## src/rtl/rtc_bus_pkg.sv

```systemverilog
// Shared definitions for the RTC bus scheduler: FSM states, RTC register map and strobe levels.
package rtc_bus_pkg;

  typedef enum logic [2:0] {
    IDLE,
    ADDR,
    ALE,
    TURN,
    STROBE,
    RELEASE,
    RECOV
  } state_t;

  localparam logic [7:0] REG_HORA = 8'h21;
  localparam logic [7:0] REG_MIN  = 8'h22;
  localparam logic [7:0] REG_SEG  = 8'h23;

  localparam logic STROBE_IDLE = 1'b1;
  localparam logic STROBE_ACT  = 1'b0;

  function automatic int idx_width(input int n);
    return (n > 1) ? $clog2(n) : 1;
  endfunction

endpackage

```

## src/rtl/rtc_bus_sched_if.sv

```systemverilog
// Client request/ack handshake plus the multiplexed RTC AD bus pins.
// master = the scheduler (sole bus master), slave = clients and the RTC device side.
interface rtc_bus_sched_if #(
  parameter int N_REQ = 4
);
  logic [N_REQ-1:0]   req;
  logic [N_REQ-1:0]   req_rw;
  logic [8*N_REQ-1:0] req_addr;
  logic [8*N_REQ-1:0] req_wdata;
  logic [N_REQ-1:0]   ack;
  logic [7:0]         rdata;
  logic               busy;
  logic [7:0]         ad_o;
  logic               ad_oe;
  logic [7:0]         ad_i;
  logic               ad;
  logic               wr;
  logic               rd;
  logic               cs;

  modport master (
    input  req, req_rw, req_addr, req_wdata, ad_i,
    output ack, rdata, busy, ad_o, ad_oe, ad, wr, rd, cs
  );

  modport slave (
    output req, req_rw, req_addr, req_wdata, ad_i,
    input  ack, rdata, busy, ad_o, ad_oe, ad, wr, rd, cs
  );
endinterface

```

## src/rtl/rtc_rr_arbiter.sv

```systemverilog
// Combinational round-robin pick: first set req bit at or after ptr, wrapping cyclically.
module rtc_rr_arbiter
  import rtc_bus_pkg::*;
#(
  parameter int N_REQ = 4,
  localparam int IW = idx_width(N_REQ)
) (
  input  logic [N_REQ-1:0] req,
  input  logic [IW-1:0]    ptr,
  output logic [IW-1:0]    grant,
  output logic             valid
);

  logic [IW:0] slot;

  // Walk from the farthest offset back to ptr so the closest set bit wins.
  always_comb begin
    grant = '0;
    valid = 1'b0;
    slot  = '0;
    for (int k = N_REQ - 1; k >= 0; k--) begin
      slot = {1'b0, ptr} + (IW + 1)'(k);
      if (slot >= (IW + 1)'(N_REQ)) slot = slot - (IW + 1)'(N_REQ);
      if (req[slot[IW-1:0]]) begin
        grant = slot[IW-1:0];
        valid = 1'b1;
      end
    end
  end

endmodule

```

## src/rtl/rtc_bus_sched.sv

```systemverilog
// Sole master of the RTC multiplexed AD bus: round-robin over client requests, runs the full cycle, acks.
// Optional periodic time readback is built when RTC_BUS_PERIODIC_READ_EN is defined.
module rtc_bus_sched
  import rtc_bus_pkg::*;
#(
  parameter int N_REQ          = 4,
  parameter int T_ADDR         = 2,
  parameter int T_STROBE       = 4,
  parameter int T_RECOV        = 4,
  parameter int REFRESH_CYCLES = 1000000
) (
  input  logic              clock,
  input  logic              reset,
  rtc_bus_sched_if.master   bus,
  output logic [7:0]        rt_hora,
  output logic [7:0]        rt_min,
  output logic [7:0]        rt_seg,
  output logic              rt_valid
);

  localparam int IW = idx_width(N_REQ);

  state_t        state;
  state_t        state_nxt;
  logic [3:0]    phase;
  logic [3:0]    phase_nxt;
  logic [IW-1:0] ptr;
  logic [IW-1:0] gnt;
  logic [IW-1:0] arb_idx;
  logic          arb_vld;
  logic          lat_rw;
  logic          lat_int;
  logic [7:0]    lat_addr;
  logic [7:0]    lat_wdata;
  logic [7:0]    rdata_q;
  logic          start_ext;
  logic          start_int;
  logic          capture;
  logic          done;
  logic          ref_go;
  logic [7:0]    ref_addr;

  rtc_rr_arbiter #(.N_REQ(N_REQ)) u_arb (
    .req   (bus.req),
    .ptr   (ptr),
    .grant (arb_idx),
    .valid (arb_vld)
  );

  // External clients always beat the internal refresh requester.
  assign start_ext = (state == IDLE) && arb_vld;
  assign start_int = (state == IDLE) && !arb_vld && ref_go;
  assign capture   = (state == STROBE) && (phase == 4'd0) && lat_rw;
  assign done      = (state == RECOV) && (phase == 4'd0);

  always_ff @(posedge clock) begin
    if (reset) state <= IDLE;
    else       state <= state_nxt;
  end

  always_comb begin
    state_nxt = state;
    phase_nxt = phase;
    unique case (state)
      IDLE: begin
        if (start_ext || start_int) begin
          state_nxt = ADDR;
          phase_nxt = 4'(T_ADDR - 1);
        end
      end
      ADDR: begin
        if (phase == 4'd0) begin
          state_nxt = ALE;
          phase_nxt = 4'd0;
        end else begin
          phase_nxt = phase - 4'd1;
        end
      end
      ALE: begin
        state_nxt = TURN;
        phase_nxt = 4'd0;
      end
      TURN: begin
        state_nxt = STROBE;
        phase_nxt = 4'(T_STROBE - 1);
      end
      STROBE: begin
        if (phase == 4'd0) begin
          state_nxt = RELEASE;
          phase_nxt = 4'd0;
        end else begin
          phase_nxt = phase - 4'd1;
        end
      end
      RELEASE: begin
        state_nxt = RECOV;
        phase_nxt = 4'(T_RECOV - 1);
      end
      RECOV: begin
        if (phase == 4'd0) begin
          state_nxt = IDLE;
          phase_nxt = 4'd0;
        end else begin
          phase_nxt = phase - 4'd1;
        end
      end
      default: begin
        state_nxt = IDLE;
        phase_nxt = 4'd0;
      end
    endcase
  end

  always_comb begin
    bus.ad    = STROBE_IDLE;
    bus.wr    = STROBE_IDLE;
    bus.rd    = STROBE_IDLE;
    bus.cs    = STROBE_IDLE;
    bus.ad_oe = 1'b0;
    bus.ad_o  = 8'h00;
    bus.busy  = (state != IDLE);
    bus.ack   = '0;
    unique case (state)
      ADDR, ALE: begin
        bus.ad    = (state == ADDR) ? STROBE_IDLE : STROBE_ACT;
        bus.cs    = STROBE_ACT;
        bus.ad_oe = 1'b1;
        bus.ad_o  = lat_addr;
      end
      TURN, STROBE, RELEASE: begin
        bus.ad = STROBE_ACT;
        bus.cs = STROBE_ACT;
        // Reads leave the bus floating from TURN so the RTC can drive it.
        if (!lat_rw) begin
          bus.ad_oe = 1'b1;
          bus.ad_o  = lat_wdata;
        end
        if (state == STROBE) begin
          if (lat_rw) bus.rd = STROBE_ACT;
          else        bus.wr = STROBE_ACT;
        end
      end
      RECOV: begin
        if (done && !lat_int) bus.ack[gnt] = 1'b1;
      end
      default: ;
    endcase
  end

  always_ff @(posedge clock) begin
    if (reset) begin
      phase     <= 4'd0;
      ptr       <= '0;
      gnt       <= '0;
      lat_rw    <= 1'b0;
      lat_int   <= 1'b0;
      lat_addr  <= 8'h00;
      lat_wdata <= 8'h00;
      rdata_q   <= 8'h00;
    end else begin
      phase <= phase_nxt;
      if (start_ext) begin
        gnt       <= arb_idx;
        lat_int   <= 1'b0;
        lat_rw    <= bus.req_rw[arb_idx];
        lat_addr  <= bus.req_addr[8*int'(arb_idx) +: 8];
        lat_wdata <= bus.req_wdata[8*int'(arb_idx) +: 8];
      end else if (start_int) begin
        lat_int   <= 1'b1;
        lat_rw    <= 1'b1;
        lat_addr  <= ref_addr;
        lat_wdata <= 8'h00;
      end
      if (capture && !lat_int) rdata_q <= bus.ad_i;
      if (done && !lat_int) begin
        ptr <= (gnt == IW'(N_REQ - 1)) ? '0 : gnt + 1'b1;
      end
    end
  end

  assign bus.rdata = rdata_q;

`ifdef RTC_BUS_PERIODIC_READ_EN
  localparam int TW = $clog2(REFRESH_CYCLES + 1);

  logic [TW-1:0] tmr;
  logic          pend;
  logic [1:0]    seq;

  assign ref_go   = pend;
  assign ref_addr = (seq == 2'd0) ? REG_HORA : (seq == 2'd1) ? REG_MIN : REG_SEG;
  assign rt_valid = done && lat_int && (seq == 2'd2);

  // An expiry coinciding with the final completion lands while still pending and is dropped.
  always_ff @(posedge clock) begin
    if (reset) begin
      tmr     <= '0;
      pend    <= 1'b0;
      seq     <= 2'd0;
      rt_hora <= 8'h00;
      rt_min  <= 8'h00;
      rt_seg  <= 8'h00;
    end else begin
      if (tmr == TW'(REFRESH_CYCLES - 1)) begin
        tmr  <= '0;
        pend <= 1'b1;
      end else begin
        tmr <= tmr + 1'b1;
      end
      if (capture && lat_int) begin
        unique case (seq)
          2'd0:    rt_hora <= bus.ad_i;
          2'd1:    rt_min  <= bus.ad_i;
          default: rt_seg  <= bus.ad_i;
        endcase
      end
      if (done && lat_int) begin
        if (seq == 2'd2) begin
          seq  <= 2'd0;
          pend <= 1'b0;
        end else begin
          seq <= seq + 2'd1;
        end
      end
    end
  end
`else
  assign ref_go   = 1'b0;
  assign ref_addr = 8'h00;
  assign rt_hora  = 8'h00;
  assign rt_min   = 8'h00;
  assign rt_seg   = 8'h00;
  assign rt_valid = 1'b0;
`endif

endmodule
```

## src/flat_wrapper.sv

```systemverilog
// flat-port wrapper written by rule: the top's interface ports become plain ports
module rtc_bus_sched_flat import rtc_bus_pkg::*;
#(
  parameter int N_REQ          = 4,
  parameter int T_ADDR         = 2,
  parameter int T_STROBE       = 4,
  parameter int T_RECOV        = 4,
  parameter int REFRESH_CYCLES = 1000000
)
  (clock, reset, rt_hora, rt_min, rt_seg, rt_valid, bus_req, bus_req_rw, bus_req_addr, bus_req_wdata, bus_ad_i, bus_ack, bus_rdata, bus_busy, bus_ad_o, bus_ad_oe, bus_ad, bus_wr, bus_rd, bus_cs);
  rtc_bus_sched_if #(.N_REQ(N_REQ)) bus_i ();
  input  logic clock;
  input  logic reset;
  output logic [7:0] rt_hora;
  output logic [7:0] rt_min;
  output logic [7:0] rt_seg;
  output logic rt_valid;
  input wire logic [$bits(bus_i.req)-1:0] bus_req;
  input wire logic [$bits(bus_i.req_rw)-1:0] bus_req_rw;
  input wire logic [$bits(bus_i.req_addr)-1:0] bus_req_addr;
  input wire logic [$bits(bus_i.req_wdata)-1:0] bus_req_wdata;
  input wire logic [$bits(bus_i.ad_i)-1:0] bus_ad_i;
  output wire logic [$bits(bus_i.ack)-1:0] bus_ack;
  output wire logic [$bits(bus_i.rdata)-1:0] bus_rdata;
  output wire logic [$bits(bus_i.busy)-1:0] bus_busy;
  output wire logic [$bits(bus_i.ad_o)-1:0] bus_ad_o;
  output wire logic [$bits(bus_i.ad_oe)-1:0] bus_ad_oe;
  output wire logic [$bits(bus_i.ad)-1:0] bus_ad;
  output wire logic [$bits(bus_i.wr)-1:0] bus_wr;
  output wire logic [$bits(bus_i.rd)-1:0] bus_rd;
  output wire logic [$bits(bus_i.cs)-1:0] bus_cs;
  assign bus_i.req = bus_req;
  assign bus_i.req_rw = bus_req_rw;
  assign bus_i.req_addr = bus_req_addr;
  assign bus_i.req_wdata = bus_req_wdata;
  assign bus_i.ad_i = bus_ad_i;
  assign bus_ack = bus_i.ack;
  assign bus_rdata = bus_i.rdata;
  assign bus_busy = bus_i.busy;
  assign bus_ad_o = bus_i.ad_o;
  assign bus_ad_oe = bus_i.ad_oe;
  assign bus_ad = bus_i.ad;
  assign bus_wr = bus_i.wr;
  assign bus_rd = bus_i.rd;
  assign bus_cs = bus_i.cs;
  rtc_bus_sched #(.N_REQ(N_REQ), .T_ADDR(T_ADDR), .T_STROBE(T_STROBE), .T_RECOV(T_RECOV), .REFRESH_CYCLES(REFRESH_CYCLES)) u_core (.clock(clock), .reset(reset), .bus(bus_i), .rt_hora(rt_hora), .rt_min(rt_min), .rt_seg(rt_seg), .rt_valid(rt_valid));
endmodule
```

## config.mk

```make
export PLATFORM = sky130hd
export DESIGN_NAME = rtc_bus_sched_flat
export DESIGN_NICKNAME = d
export VERILOG_FILES = /design/src/rtl/rtc_bus_pkg.sv /design/src/rtl/rtc_bus_sched_if.sv /design/src/rtl/rtc_rr_arbiter.sv /design/src/rtl/rtc_bus_sched.sv /design/src/flat_wrapper.sv
export SDC_FILE = /design/constraint.sdc
export NUM_CORES = 1
export LEC_CHECK = 0
export ABC_AREA = 1
export CAP_MARGIN = 20
export CORE_UTILIZATION = 44
export CTS_CLUSTER_SIZE = 40
export DETAILED_ROUTE_END_ITERATION = 10
export PLACE_DENSITY = 0.84
export SYNTH_ARGS = -nofsm -noshare
export SYNTH_HDL_FRONTEND = slang
export SYNTH_SLANG_ARGS = --single-unit
```

## constraint.sdc

```tcl
create_clock -name clock -period 4.1 [get_ports clock]
set_clock_uncertainty 0.1 [all_clocks]
set_input_delay 0.41 -clock clock [delete_from_list [all_inputs] [get_ports clock]]
set_output_delay 0.41 -clock clock [all_outputs]
set_load 0.03 [all_outputs]
```

==> metrics <==
CP Launch Type register; post-CTS setup buffer count 0; status finished clean; crit path from u_core.state[0]; leakage approximately 0.0017 µW; initial antenna violation count 0; CP max-delay cell clkdlybuf4s50_1; clock sinks 36; Finished Cell Area roughly 3700 µm²; clk slew on worst S/H paths around 0.07 ns; CTS Buffer Depth 2; Fill cells ~540; crit path kind reg2out; RePlAce Congestion 0.846; mapped cell area about 2600 µm²; initial core utilization a little under half; FF+latch count, synth 36; number of I/O pins between 100 and 150; unrepaired setup endpoints after global routing false; Max-cap violations 0; setup_tns 0 ns; Layout Nets between 600 and 700; GRT Resource Usage Total between 20% and 30%; yosys warns 0; leading cell types by count after synthesis nand2_1, nand3_1, nor2_1, inv_1, dfxtp_1; Critical path destination bus_ad_o[6]; top cell type's share of synthesized area 27.6%; Slew @ Worst Pin 0.841 ns; Peak VDD IR between 0.0003 and 0.0004 V; Pre-antenna DRT Iters 5; TritonCTS clock tree built; CTS HTree Levels 2; post-detail-place hpwl ~5400 µm; ratio of cells with drive above 1 in the final layout between 2 and 2.5%; Area Growth Syn to Fin 40.7%; # rows 27; Hold Crit Class reg2reg; FFs w/ async S/R, synth 0%; Placed Cells just under 600; biggest area consumer among synthesized cells dfxtp_1; Largest stage delay, worst path 0.61 ns; final total power slightly above 2000 µW; Layout Cells excl Fill between 600 and 700; top achievable clock speed 0.320 GHz; residual DRC count 0; final setup margin slightly below 1 ns; clk_lat worst skew approximately 0.29 ns; Slew headroom a little over two fifths; fin crit period roughly 3.1 ns; Critical Path, Cell by Cell nor2_1, inv_1, nor2_1, a21oi_1, nand3_1, inv_1, nor2_1, inv_1, nand2_1, o21ai_0, clkdlybuf4s50_1; GRT Residual Overflow 0; die height between 70 and 80 µm; Final Cycle Share approximately three quarters; pin count of the biggest net entering global routing 30; top-count cell post-synth nand2_1; R2R setup slack between 1 and 1.5 ns; drt initial violations ~150; Reg2Reg Launch Point u_core.ptr[0]; PwrDens between 500 and 600 nW/µm²; worst r2r path cells 12; CP Capture Type primary output; dominant synthesized flop cell dfxtp_1; core area 5610 µm²; Avg WL per Cell around 11 µm; first-pass GRT wire length 10900 µm; Avg Vias per Cell roughly 5; antenna-violating nets left 0; DP Area 3560 µm²; RR Endpoint u_core.lat_addr[5]; final hold vios 0; Port Buffers between 100 and 150; Setup-failing EPs final 0; vias post-DR around 3000; # hold bufs at CTS 0; root buf cell clkbuf_8; vias in the first global route between 2000 and 3000; cell count after synthesis 436; WP data arrival roughly 2.6 ns; Synth cell types 25; Routed Wire Length between 6000 and 7000 µm; Ant. Diodes 0; crit-path max FO 5; number of synthesized flops with an enable pin 0; Synth area leaders dfxtp_1, nand2_1, nand3_1, nor2_1, buf_4; Die Wd slightly below 80 µm; Avg Cell Area, Syn between 5 and 6 µm²; number of CTS-inserted buffers 5; Critical Path RT 3.59 ns; pre-CTS setup slack 0.885 ns; post-synthesis sequential area ratio between 20% and 30%; # resized after CTS 0; die area slightly above 6000 µm²; Final Max Tran Viols 0
logic make-up after synthesis:
kind of cell / share of synthesized area, %
buf+inv: 18.6
flops: 27.6
xor+xnor: 0.672
compound gates: 13.3
other cells: 0.144
fa+ha+maj: 2.88
simple gates: 36.7
cell usage in the layout (no fill, tap or decap):
cell type        count
inv_1               46
nor3_1               1
ha_1                 6
nand2_1            110
xnor2_1              1
nand3_1             64
dfxtp_1             36
conb_1              25
clkinv_2             1
o21ai_0             30
a21oi_1             29
xor2_1               1
clkbuf_8             5
a21boi_1             1
inv_2                4
bufinv_16            1
nor2_2               1
o21ai_1              2
a211oi_1             2
nor2_1              53
nand3b_1             1
clkdlybuf4s50_1    107
clkbuf_1             1
o211ai_1             1
nand2_2              1
o22ai_1              2
report_power, final:
group / internal [µW] / switching, µW
sequential: 480 / 67.1
combinational: 441 / 770
clock: 180 / 125
total: 1100 / 962
state kept, by name, indices dropped and copies added, names as in the netlist:
signal            flops
u_core.lat_rw         1
u_core.bus.rdata      8
u_core.state          3
u_core.phase          4
u_core.gnt            2
u_core.lat_addr       8
u_core.ptr            2
u_core.lat_wdata      8
metal layers:
layer | global-route usage, % | share of wire [%] | routed length (µm) | up-vias
li1 | - | - | - | 1527
met1 | 26.3 | 43 | 2920 | 1294
met2 | 38.1 | 48 | 3200 | 143
met3 | 3.79 | 7.7 | 517 | 8
met4 | 6.00 | 1.2 | 82 | 0
met5 | 0 | 0 | 0 | -
metrics by stage:
step / util, % / hold WS (ns)
global route: 65.4 / 0.397
global placement: 63.5 / 0.352
finish: 65.4 / 0.371
CTS: 65.4 / 0.377
detailed placement: 63.5 / 0.359
floorplan: - / 0.339
how the worst min path moves through the flow:
stage | startpoint | slack (ns) | endpoint | cells after the start
after detailed placement | u_core.phase[3] | 0.36 | u_core.phase[3] | 2
final | u_core.phase[1] | 0.37 | u_core.phase[1] | 2
after global placement | u_core.phase[3] | 0.35 | u_core.phase[3] | 2
after global routing | u_core.phase[1] | 0.40 | u_core.phase[1] | 2
after CTS | u_core.phase[1] | 0.38 | u_core.phase[1] | 2
after floorplan | u_core.phase[3] | 0.34 | u_core.phase[3] | 2
area by class of cell:
cell class	count	area (µm²)	share of cell area [%]
multi-input cells	331	1490	40.7
repair buffers	107	1070	29.2
flip-flops and latches	36	721	19.6
inverters	50	188	5.12
well taps	72	90.1	2.46
clock buffers	6	72.6	1.98
clock inverters	2	35.0	0.955
critical path: cells and delay by family (launching register included):
kind	cells	cell delay, ns
AO/OA/AOI/OAI	2	0.23
buffers and inverters	4	0.86
flip-flops	1	0.34
AND/OR/NAND/NOR	5	0.90
Power figures use the tool's default switching activity.
